### src/rtl/tdm_demux_sequencer.sv
// tdm_demux_sequencer: serial-to-TDM front end for the 1-to-8 demux stage.
// Accepted bits are assigned round-robin to the enabled channels of a mask
// latched at start; each bit is held on sel/dmx_in for hold+1 cycles.
module tdm_demux_sequencer #(
  parameter int HOLD_W = 4
) (
  input  logic              clk,
  input  logic              rst_n,
  input  logic              start,
  input  logic              stop,
  input  logic [7:0]        ch_mask,
  input  logic [HOLD_W-1:0] hold,
  input  logic              din_valid,
  input  logic              din,
  output logic              din_ready,
  output logic [2:0]        sel,
  output logic              dmx_in,
  output logic              slot_valid,
  output logic              frame_start,
  output logic              busy
);

  typedef enum logic {IDLE, RUN} state_t;

  state_t            state;
  logic [7:0]        mask;
  logic [2:0]        ptr;
  logic [HOLD_W-1:0] hold_cnt;
  logic              stop_pending;

  logic [2:0]        nxt;
  logic [2:0]        lowest;
  logic              nxt_found;
  logic              low_found;
  logic              accept;

  // Ready only in RUN, with no stop seen, and when no slot is being held.
  assign din_ready = (state == RUN) && !stop && !stop_pending &&
                     (!slot_valid || hold_cnt == '0);
  assign accept    = din_valid && din_ready;

  // Circular search for the next enabled channel after ptr, plus the lowest enabled channel.
  always_comb begin
    nxt       = ptr;
    nxt_found = 1'b0;
    lowest    = '0;
    low_found = 1'b0;
    for (int unsigned i = 1; i <= 8; i++) begin
      if (!nxt_found && mask[ptr + 3'(i)]) begin
        nxt       = ptr + 3'(i);
        nxt_found = 1'b1;
      end
    end
    for (int unsigned i = 0; i < 8; i++) begin
      if (!low_found && mask[i]) begin
        lowest    = 3'(i);
        low_found = 1'b1;
      end
    end
  end

  // Run/idle sequencing with registered demux outputs.
  always_ff @(posedge clk) begin
    if (!rst_n) begin
      state        <= IDLE;
      mask         <= '0;
      ptr          <= 3'd7;
      hold_cnt     <= '0;
      stop_pending <= 1'b0;
      sel          <= '0;
      dmx_in       <= 1'b0;
      slot_valid   <= 1'b0;
      frame_start  <= 1'b0;
      busy         <= 1'b0;
    end else begin
      case (state)
        IDLE: begin
          if (start && !stop && ch_mask != '0) begin
            mask         <= ch_mask;
            ptr          <= 3'd7;
            stop_pending <= 1'b0;
            busy         <= 1'b1;
            state        <= RUN;
          end
        end
        RUN: begin
          if (accept) begin
            sel         <= nxt;
            dmx_in      <= din;
            slot_valid  <= 1'b1;
            hold_cnt    <= hold;
            ptr         <= nxt;
            frame_start <= (nxt == lowest);
          end else if (slot_valid && hold_cnt != '0) begin
            hold_cnt <= hold_cnt - HOLD_W'(1);
            if (stop) stop_pending <= 1'b1;
          end else begin
            // No slot live past this edge; a pending stop can retire here.
            slot_valid  <= 1'b0;
            dmx_in      <= 1'b0;
            frame_start <= 1'b0;
            if (stop || stop_pending) begin
              state        <= IDLE;
              busy         <= 1'b0;
              stop_pending <= 1'b0;
            end
          end
        end
        default: state <= IDLE;
      endcase
    end
  end

endmodule

### config.mk
export PLATFORM = sky130hd
export DESIGN_NAME = tdm_demux_sequencer
export DESIGN_NICKNAME = d
export VERILOG_FILES = /design/src/rtl/tdm_demux_sequencer.sv
export SDC_FILE = /design/constraint.sdc
export NUM_CORES = 1
export LEC_CHECK = 0
export BUFFER_PORTS_ARGS = -buffer_cell sky130_fd_sc_hd__buf_2
export CAP_MARGIN = 20
export CELL_PAD_IN_SITES_DETAIL_PLACEMENT = 1
export CELL_PAD_IN_SITES_GLOBAL_PLACEMENT = 2
export CORE_MARGIN = 4
export CORE_UTILIZATION = 39
export CTS_BUF_LIST = sky130_fd_sc_hd__clkbuf_16
export DETAILED_ROUTE_END_ITERATION = 8
export HOLD_SLACK_MARGIN = 0.02
export MAX_ROUTING_LAYER = met4
export PLACE_DENSITY = 0.92
export SLEW_MARGIN = 20
export SYNTH_ARGS = -nofsm -noshare
export SYNTH_HDL_FRONTEND = slang
export SYNTH_SLANG_ARGS = --single-unit
### constraint.sdc
create_clock -name clk -period 9.7 [get_ports clk]
set_input_delay 0.97 -clock clk [delete_from_list [all_inputs] [get_ports clk]]
set_output_delay 0.97 -clock clk [all_outputs]
set_load 0.05 [all_outputs]
After elaboration in Yosys (flattened, before gate mapping)
Index checks and enable logic that the tools add are counted.

Word-level logic and storage cells: 156. Output and inout port bits: 8. RAM bits: 0. Memories kept: 0. Bits of input ports: 18. Latch bits: 0. Memory bits (read-only): 0. Flip-flop bits (word level): 24.

Mux-type cells: 69. $add $sub $neg: 8. $lt $le $gt $ge: 8. Shift operators: 0. Multipliers: 0. Reductions and logical operators: 51. Divide/modulo/power cells: 0. Bitwise operators: 1. Equality and inequality tests: 9.

Operators by type and width (number): $mux 3 (16); $mux 1 (39); $lt 3x4->1 const B (8); $bmux 1 s3 (8); $logic_and 1x1->1 (21); $logic_not 1->1 (17); $add 3x3->3 const B (4); $reduce_and 2->1 (5); $mux 4 (2); $ne 2x2->1 const B (4); $reduce_and 4->1 (2); $reduce_bool 8->1 (1); $add 3x2->3 const B (2); $pmux 1 s2 (3); $pmux 3 s2 (1); $logic_not 4->1 (1); $ne 2x1->1 const B (2); $reduce_bool 4->1 (1); $sub 4x1->4 const B (1); $add 3x1->3 const B (1); $eq 3x3->1 (1); $ne 3x1->1 const B (1); $ne 3x3->1 const B (1); $logic_or 1x1->1 (2); 2 further kinds (2).

Depth between registers and ports, before layout
Gate-level depths: netlist (run 1).

Depth after elaboration: 27. Depth in mapped cells: 13.

Least setup slack after synthesis (run 1)
Ideal clock, no wire load.

Path type: flip-flop to flip-flop. From: register ptr[0]. To: register frame_start. Path slack: 6444 ps. Data required time: 9616 ps. Cell stages (with the launch flop): 14. Arrival time: 3172 ps. Cells stage by stage: dfxtp_1 buf_4 buf_2 inv_1 ha_1 buf_2 mux2_2 mux4_2 a21boi_1 o211ai_2 xnor2_1 xnor2_1 nand4_1 o31ai_2.

Cells in the longest elaborated chain, start to end: 27.

Ends and longest elaborated chain: from (decl) (RTL line 27) `logic [2:0] ptr;`; from (signal assigned) (RTL line 92) `ptr <= nxt;`; $add 3x1->3 (RTL line 49, 50); $bmux 1 s3 (RTL line 49) `if (!nxt_found && mask[ptr + 3'(i)]) begin`; $mux 1 (implied by the code) (RTL line 49); $mux 1 (RTL line 49); $logic_not 1->1 (RTL line 49); $logic_and 1x1->1 (RTL line 49); $mux 1 (RTL line 49); $logic_not 1->1 (RTL line 49); (+11 left out); $logic_not 1->1 (RTL line 49); $logic_and 1x1->1 (RTL line 49); $mux 1 (RTL line 49); $logic_not 1->1 (RTL line 49); $logic_and 1x1->1 (RTL line 49); $mux 3 * (RTL line 49); $eq 3x3->1 * (RTL line 93) `frame_start <= (nxt == lowest);`; $mux 1 * (RTL line 87) `if (accept) begin`; to (signal assigned) (RTL line 93); to (decl) (RTL line 19) `output logic frame_start,`.

Mark *: on every way between the ends. The rest lies on a longest branch, timed or not. The select of a mux whose other input is x is not followed. A chain may end at the register's enable or synchronous reset.

Final worst setup path (run 1)
Same ends and word-level chain as after synthesis.

==> results.py, run 1 <==
metrics = {
    "synth": {
        "number_of_enable_type_register_cells_in_the_synthesized_netlist": 0,
        "ys_dominant_reg_cell": "dfxtp_1",
        "syn_inst_count": 238,
        "yosys_warning_count": 0,
        "netlist-cell-type-count": 54,
        "synth-async-reset-ratio_pct": 0,
        "syn_avg_cell_area_um2": 8.995,
        "ys_ff_latch": 24,
        "synth.cell_area_um2": 2141,
        "portion_of_the_post_synthesis_area_used_by_sequential_elements_pct": 22.44,
        "synth.net_count": 259,
    },
    "clock_tree": {
        "cts_max_level": 1,
        "ctsLongestPathBuffers": 2,
        "cts_hold_repair.buffers": 0,
        "cts_tree": "built",
        "cts_made_buffers": 3,
        "cts_sinks": 24,
        "ctsResizeCount": 0,
        "cts_setup_buffers": 0,
        "root_buffer": "clkbuf_16",
        "clk_pin_slew_worst_paths_ns": 0.06,
        "insertion_delay_ns": 0.25,
    },
    "timing": {
        "finalCriticalPeriod_ns": 4.507,
        "fin_worst_skew_ns": 0.002709,
        "timing.hold.ws_ns": 0.4585,
        "max_slew_margin_pct": 37.23,
        "final_min_period_over_clock_period_pct": 46.46,
        "setup_viol": 0,
        "finalSetupTns_ns": 0,
        "grt_setup_unrepaired": "false",
        "achievable-frequency_mhz": 221.9,
        "tightest_slew_ns": 0.9402,
        "final_hold_viol_count": 0,
        "maxSlewViolCount": 0,
    },
    "run_status": {
        "outcome": "completed",
    },
    "die": {
        "placementRows": 26,
        "die-height_um": 82.09,
        "die_area_um2": 6739,
        "start_util_pct": 41.13,
        "die_width_um": 82.09,
        "core_area_um2": 5205,
        "boundaryPins": 26,
    },
    "power": {
        "totalPowerFinal_uw": 302.5,
        "power-per-cell-area_nw_per_um2": 128.3,
        "vdd.ir_drop.worst_mv": 0.1059,
        "leakage_uw": 0.0009048,
    },
    "setup_path": {
        "critical_path.startpoint_type": "flip-flop",
        "reg2regPathDepth": 10,
        "required_ns": 9.84,
        "cp_max_fo": 20,
        "worstSetupPathType": "reg2reg",
        "end_kind": "flip-flop",
        "worst_ep_arrival_time_ns": 4.65,
    },
    "global_route": {
        "first_global_vias": 2001,
        "gr-total-overflow": 0,
        "pin_count_of_the_biggest_net_entering_global_routing": 21,
        "wire_length_of_the_first_global_routing_pass_um": 10010,
        "track_usage_pct": 19.65,
        "number_of_antenna_violations_at_the_first_check_in_global_routing": 0,
    },
    "cells_and_area": {
        "most-common-layout-cells": "nor2_1, buf_2, dfxtp_1",
        "area.growth.synth_to_final_pct": 10.11,
        "post_route_cells_drive_above_1_share_pct": 24.39,
        "most_frequent_standard_cell_in_the_layout_excluding_fill_and_tap_cells": "nor2_1",
        "multi_input_area_um2": 1521,
        "antennaDiodeCount": 0,
        "storage_cell_area_um2": 480.5,
        "final_layout_fill_cell_count": 632,
        "final-instance-count-excl-fill": 316,
        "nets": 268,
    },
    "routing": {
        "route.layer.met1.wl_um": 2724,
        "avgRoutedWirePerCell_um": 18.59,
        "wl_met2_um": 2934,
        "postRouteWirelength_um": 5874,
        "detailed_router_s_first_iteration_violation_count": 92,
        "wl_met3_um": 105,
        "route.detailed.drc": 0,
        "ant_nets": 0,
        "drt_first_pass_iters": 4,
        "highest-signal-layer": "met4",
        "dr_total_vias": 1874,
        "avgViaCountPerCell": 5.930,
    },
    "min_path": {
        "timing.hold.worst_path_depth": 2,
        "worst_hold_class": "reg2reg",
    },
    "placement": {
        "gp_congestion": 0.8697,
        "placedCellCount": 312,
        "buffer_ports.inserted": 25,
        "dp.final_hpwl_um": 4222,
    },
    "job": {
        "drv.max_cap_violation_count": 0,
    },
}
-- per-stage QoR --
step	worst slack [ns]	utilization (%)	cell area (um2)
floorplan	6.444	-	2141
CTS	5.204	45.24	2355
global route	4.788	45.29	2357
global placement	5.254	43.22	2250
finish	5.193	45.29	2357
detailed placement	5.231	43.22	2250
-- synthesized netlist by cell type (5+ instances only) --
cell	number	area, um2
nor2_1	27	101.4
dfxtp_1	24	480.5
mux2i_1	19	190.2
nand2_1	18	67.56
mux4_2	16	360.4
inv_1	10	37.54
clkbuf_1	9	33.78
a21oi_1	8	40.04
buf_2	8	40.04
nor3_1	8	40.04
o21ai_0	8	40.04
mux2_2	7	78.83
xnor2_1	5	43.79
-- power breakdown --
part	switching, uW	total, uW	internal (uW)
combinational	42.2	75.8	33.6
sequential	8.75	111	102
clock	33.7	116	81.9
total	84.7	303	218
-- critical path, stage by stage, from the launching register on --
cell,delay (ns)
dfxtp_1,0.93
inv_1,0.27
ha_1,0.94
mux4_2,0.59
a2111oi_0,0.41
a2111oi_0,0.15
a2111oi_0,0.41
nor3_1,0.09
o22ai_1,0.32
o21a_1,0.21
o31ai_2,0.06
-- state kept, by name (all words and copies together) (netlist names) --
signal	cells
busy	1
dmx_in	1
frame_start	1
hold_cnt	4
mask	8
ptr	3
sel	3
slot_valid	1
state	1
stop_pending	1
-- cells by family after synthesis --
group / share of synthesized area (%)
AO/OA/AOI/OAI: 18.06
XOR/XNOR: 2.864
AND/OR/NAND/NOR: 17.83
flip-flops: 22.44
adder cells (fa/ha/maj): 1.754
buffers and inverters: 6.604
multiplexers: 30.45
-- layout make-up --
cell class	instances	share of cell area, %
timing repair buffer	25	5.308
clock inverter	1	1.274
tap	70	3.716
sequential	24	20.38
inverter	10	1.592
clock buffer	3	3.185
multi-input combinational	183	64.54
-- final timing paths --
path / slack [ns] / from / end
setup / recovery: 5.19 / ptr[0]$_SDFFE_PN1P_ / frame_start$_SDFFE_PN0P_
setup reg to reg: 5.19 / ptr[0]$_SDFFE_PN1P_ / frame_start$_SDFFE_PN0P_
hold reg to reg: 0.46 / sel[0]$_SDFFE_PN0P_ / sel[0]$_SDFFE_PN0P_
hold / removal: 0.46 / sel[0]$_SDFFE_PN0P_ / sel[0]$_SDFFE_PN0P_
-- routing by layer --
layer  up-vias  track usage, %
met2        30           33.60
met5         -               -
met1       928           24.75
met3         9           1.952
li1        907               -
met4         0           5.482
Power figures use the tool's default switching activity.
==> inputs of run 2 (changes only) <==
--- a/config.mk
+++ b/config.mk
@@ -10,12 +10,12 @@
 export CELL_PAD_IN_SITES_DETAIL_PLACEMENT = 1
 export CELL_PAD_IN_SITES_GLOBAL_PLACEMENT = 2
 export CORE_MARGIN = 4
-export CORE_UTILIZATION = 39
+export CORE_UTILIZATION = 36
 export CTS_BUF_LIST = sky130_fd_sc_hd__clkbuf_16
 export DETAILED_ROUTE_END_ITERATION = 8
 export HOLD_SLACK_MARGIN = 0.02
 export MAX_ROUTING_LAYER = met4
-export PLACE_DENSITY = 0.92
+export PLACE_DENSITY = 0.86
 export SLEW_MARGIN = 20
 export SYNTH_ARGS = -nofsm -noshare
 export SYNTH_HDL_FRONTEND = slang
==> constraint.sdc (replaced) <==
create_clock -name clk -period 4.3 [get_ports clk]
set_input_delay 0.43 -clock clk [delete_from_list [all_inputs] [get_ports clk]]
set_output_delay 0.43 -clock clk [all_outputs]
set_load 0.05 [all_outputs]
==> run 2 against run 1 <==
Sequential power rose by 120%. Worst setup slack got worse by 4.6 ns. Total power rose by 130%. Sequential share of layout area fell by 0.15 points. Wire length fell by 0.46%. Utilization fell by 3.2 points. First-iteration DRC count rose by 40%. Non-clock buffer count rose by 2. Hold slack got worse by 0.052 ns. Clock skew rose by 0.0014 ns.
==> results.py, run 2 (synthesized netlist as in run 1, its figures left out) <==
metrics = {
    "clock_tree": {
        "cts_sinks": 24,
        "cts_max_level": 1,
        "root_buffer": "clkbuf_16",
        "ctsLongestPathBuffers": 2,
        "clk_pin_slew_worst_paths_ns": 0.07,
        "cts_hold_repair.buffers": 0,
        "cts_tree": "built",
        "cts_made_buffers": 3,
        "ctsResizeCount": 0,
        "insertion_delay_ns": 0.26,
        "cts_setup_buffers": 0,
    },
    "power": {
        "power_report.internal_total_uw": 491.8,
        "clock_power_share_pct": 38.8,
        "p_switching_uw": 195.3,
        "leakage_uw": 0.0009131,
        "power-per-cell-area_nw_per_um2": 289.4,
        "switching_fraction_pct": 28.43,
        "vdd.ir_drop.worst_mv": 0.2252,
        "comb_power_share_pct": 25.0,
        "seqPwrFrac_pct": 36.2,
    },
    "setup_path": {
        "reg2reg_from": "ptr[1]$_SDFFE_PN1P_",
        "critPathSlowestCell": "ha_1",
        "critical_path.cell_chain": "inv_1 -> ha_1 -> mux4_2 -> a2111oi_0 -> a2111oi_0 -> a2111oi_0 -> nor3_1 -> o22ai_1 -> o21a_1 -> o31ai_2",
        "crit_top_cell": "a2111oi_0",
        "required_ns": 4.45,
        "worst_ep_arrival_time_ns": 3.86,
        "cp_max_fo": 20,
        "max_stage_delay_ns": 0.86,
        "critical_path.startpoint_type": "flip-flop",
        "worstSetupPathType": "reg2reg",
        "setup.worst_path.start": "ptr[1]$_SDFFE_PN1P_",
        "end_kind": "flip-flop",
    },
    "run_status": {
        "outcome": "completed",
    },
    "min_path": {
        "worstHoldStart": "din",
        "worst_hold_class": "in2reg",
    },
    "routing": {
        "route.detailed.drc": 0,
        "avgViaCountPerCell": 5.881,
        "ant_nets": 0,
        "detailed_router_s_first_iteration_violation_count": 129,
        "dr_total_vias": 1882,
        "postRouteWirelength_um": 5847,
        "drt_first_pass_iters": 4,
        "avgRoutedWirePerCell_um": 18.27,
    },
    "cells_and_area": {
        "final-instance-count-excl-fill": 320,
        "area.growth.synth_to_final_pct": 10.93,
        "fin_area_um2": 2375,
        "largest_register_ffs": 8,
        "storage_cell_area_um2": 480.5,
        "final_layout_fill_cell_count": 652,
        "final_util_pct": 42.09,
        "most-common-layout-cells": "nor2_1, buf_2, dfxtp_1",
        "reg.largest.list": "mask x8, hold_cnt x4",
        "antennaDiodeCount": 0,
        "top_register": "mask",
        "nets": 270,
        "multi_input_area_um2": 1521,
        "post_route_cells_drive_above_1_share_pct": 25.00,
        "most_frequent_standard_cell_in_the_layout_excluding_fill_and_tap_cells": "nor2_1",
    },
    "timing": {
        "max_slew_margin_pct": 43.07,
        "final_hold_viol_count": 0,
        "timing.hold.ws_ns": 0.4067,
        "fin_worst_skew_ns": 0.004071,
        "finalSetupTns_ns": 0,
        "final_min_period_over_clock_period_pct": 86.29,
        "setup_viol": 0,
        "achievable-frequency_mhz": 269.5,
        "maxSlewViolCount": 0,
        "grt_setup_unrepaired": "false",
        "tightest_slew_ns": 0.8540,
        "finalCriticalPeriod_ns": 3.711,
    },
    "global_route": {
        "number_of_antenna_violations_at_the_first_check_in_global_routing": 0,
        "wire_length_of_the_first_global_routing_pass_um": 10090,
        "track_usage_pct": 17.44,
        "gr-total-overflow": 0,
        "first_global_vias": 1978,
        "pin_count_of_the_biggest_net_entering_global_routing": 21,
    },
    "die": {
        "die_area_um2": 7245,
        "die_width_um": 85.12,
        "placementRows": 27,
        "core_area_um2": 5642,
        "die-height_um": 85.12,
        "start_util_pct": 37.95,
        "boundaryPins": 26,
    },
    "placement": {
        "placedCellCount": 316,
        "dp.final_hpwl_um": 4275,
        "gp_congestion": 0.8747,
        "buffer_ports.inserted": 25,
        "dpl-instance-area_um2": 2267,
    },
    "job": {
        "drv.max_cap_violation_count": 0,
    },
}
[run 2: metal layers]
| layer | up-vias | global-route usage [%] | routed length [um] |
|---|---|---|---|
| met5 | - | - | 0 |
| met3 | 9 | 1.748 | 156 |
| li1 | 912 | - | - |
| met1 | 935 | 22.47 | 2665 |
| met4 | 0 | 4.892 | 115 |
| met2 | 26 | 29.03 | 2909 |
[run 2: path summary, 6_finish.rpt]
kind / end / slack (ns) / cells past startpoint
min reg2reg: sel[0]$_SDFFE_PN0P_ / 0.46 / 2
max reg2reg: frame_start$_SDFFE_PN0P_ / 0.59 / 10
max: frame_start$_SDFFE_PN0P_ / 0.59 / 10
min: dmx_in$_SDFFE_PN0P_ / 0.41 / 3
[run 2: critical path: cells and delay by family, from the launching register on]
family                   cells  cell delay [ns]
buffers and inverters        1             0.10
AND/OR/NAND/NOR              1             0.09
AO/OA/AOI/OAI                6             1.60
adder cells (fa/ha/maj)      1             0.86
multiplexers                 1             0.61
flip-flops                   1             0.34
[run 2: power groups by stage]
stage | combinational, uW | sequential (uW) | clock (uW)
after detailed placement | 169 | 253 | 0
after CTS | 172 | 248 | 273
after global placement | 167 | 253 | 0
after global routing | 189 | 251 | 285
after floorplan | 133 | 248 | 0
final | 172 | 249 | 267
[run 2: through the flow]
step,setup slack [ns],total power [uW]
after floorplan,1.044,380.9
after global placement,0.7018,420.4
after detailed placement,0.7192,422.6
after CTS,0.6496,693.5
after global routing,0.3585,725.0
final,0.5894,687.2
[run 2: layout make-up]
cell class                      count  share of cell area [%]
Sequential cell                    24                   20.23
Inverter                           10                   1.581
Timing Repair Buffer               27                   5.901
Multi-Input combinational cell    183                   64.07
Clock buffer                        3                   3.161
Tap cell                           72                   3.793
Clock inverter                      1                   1.264
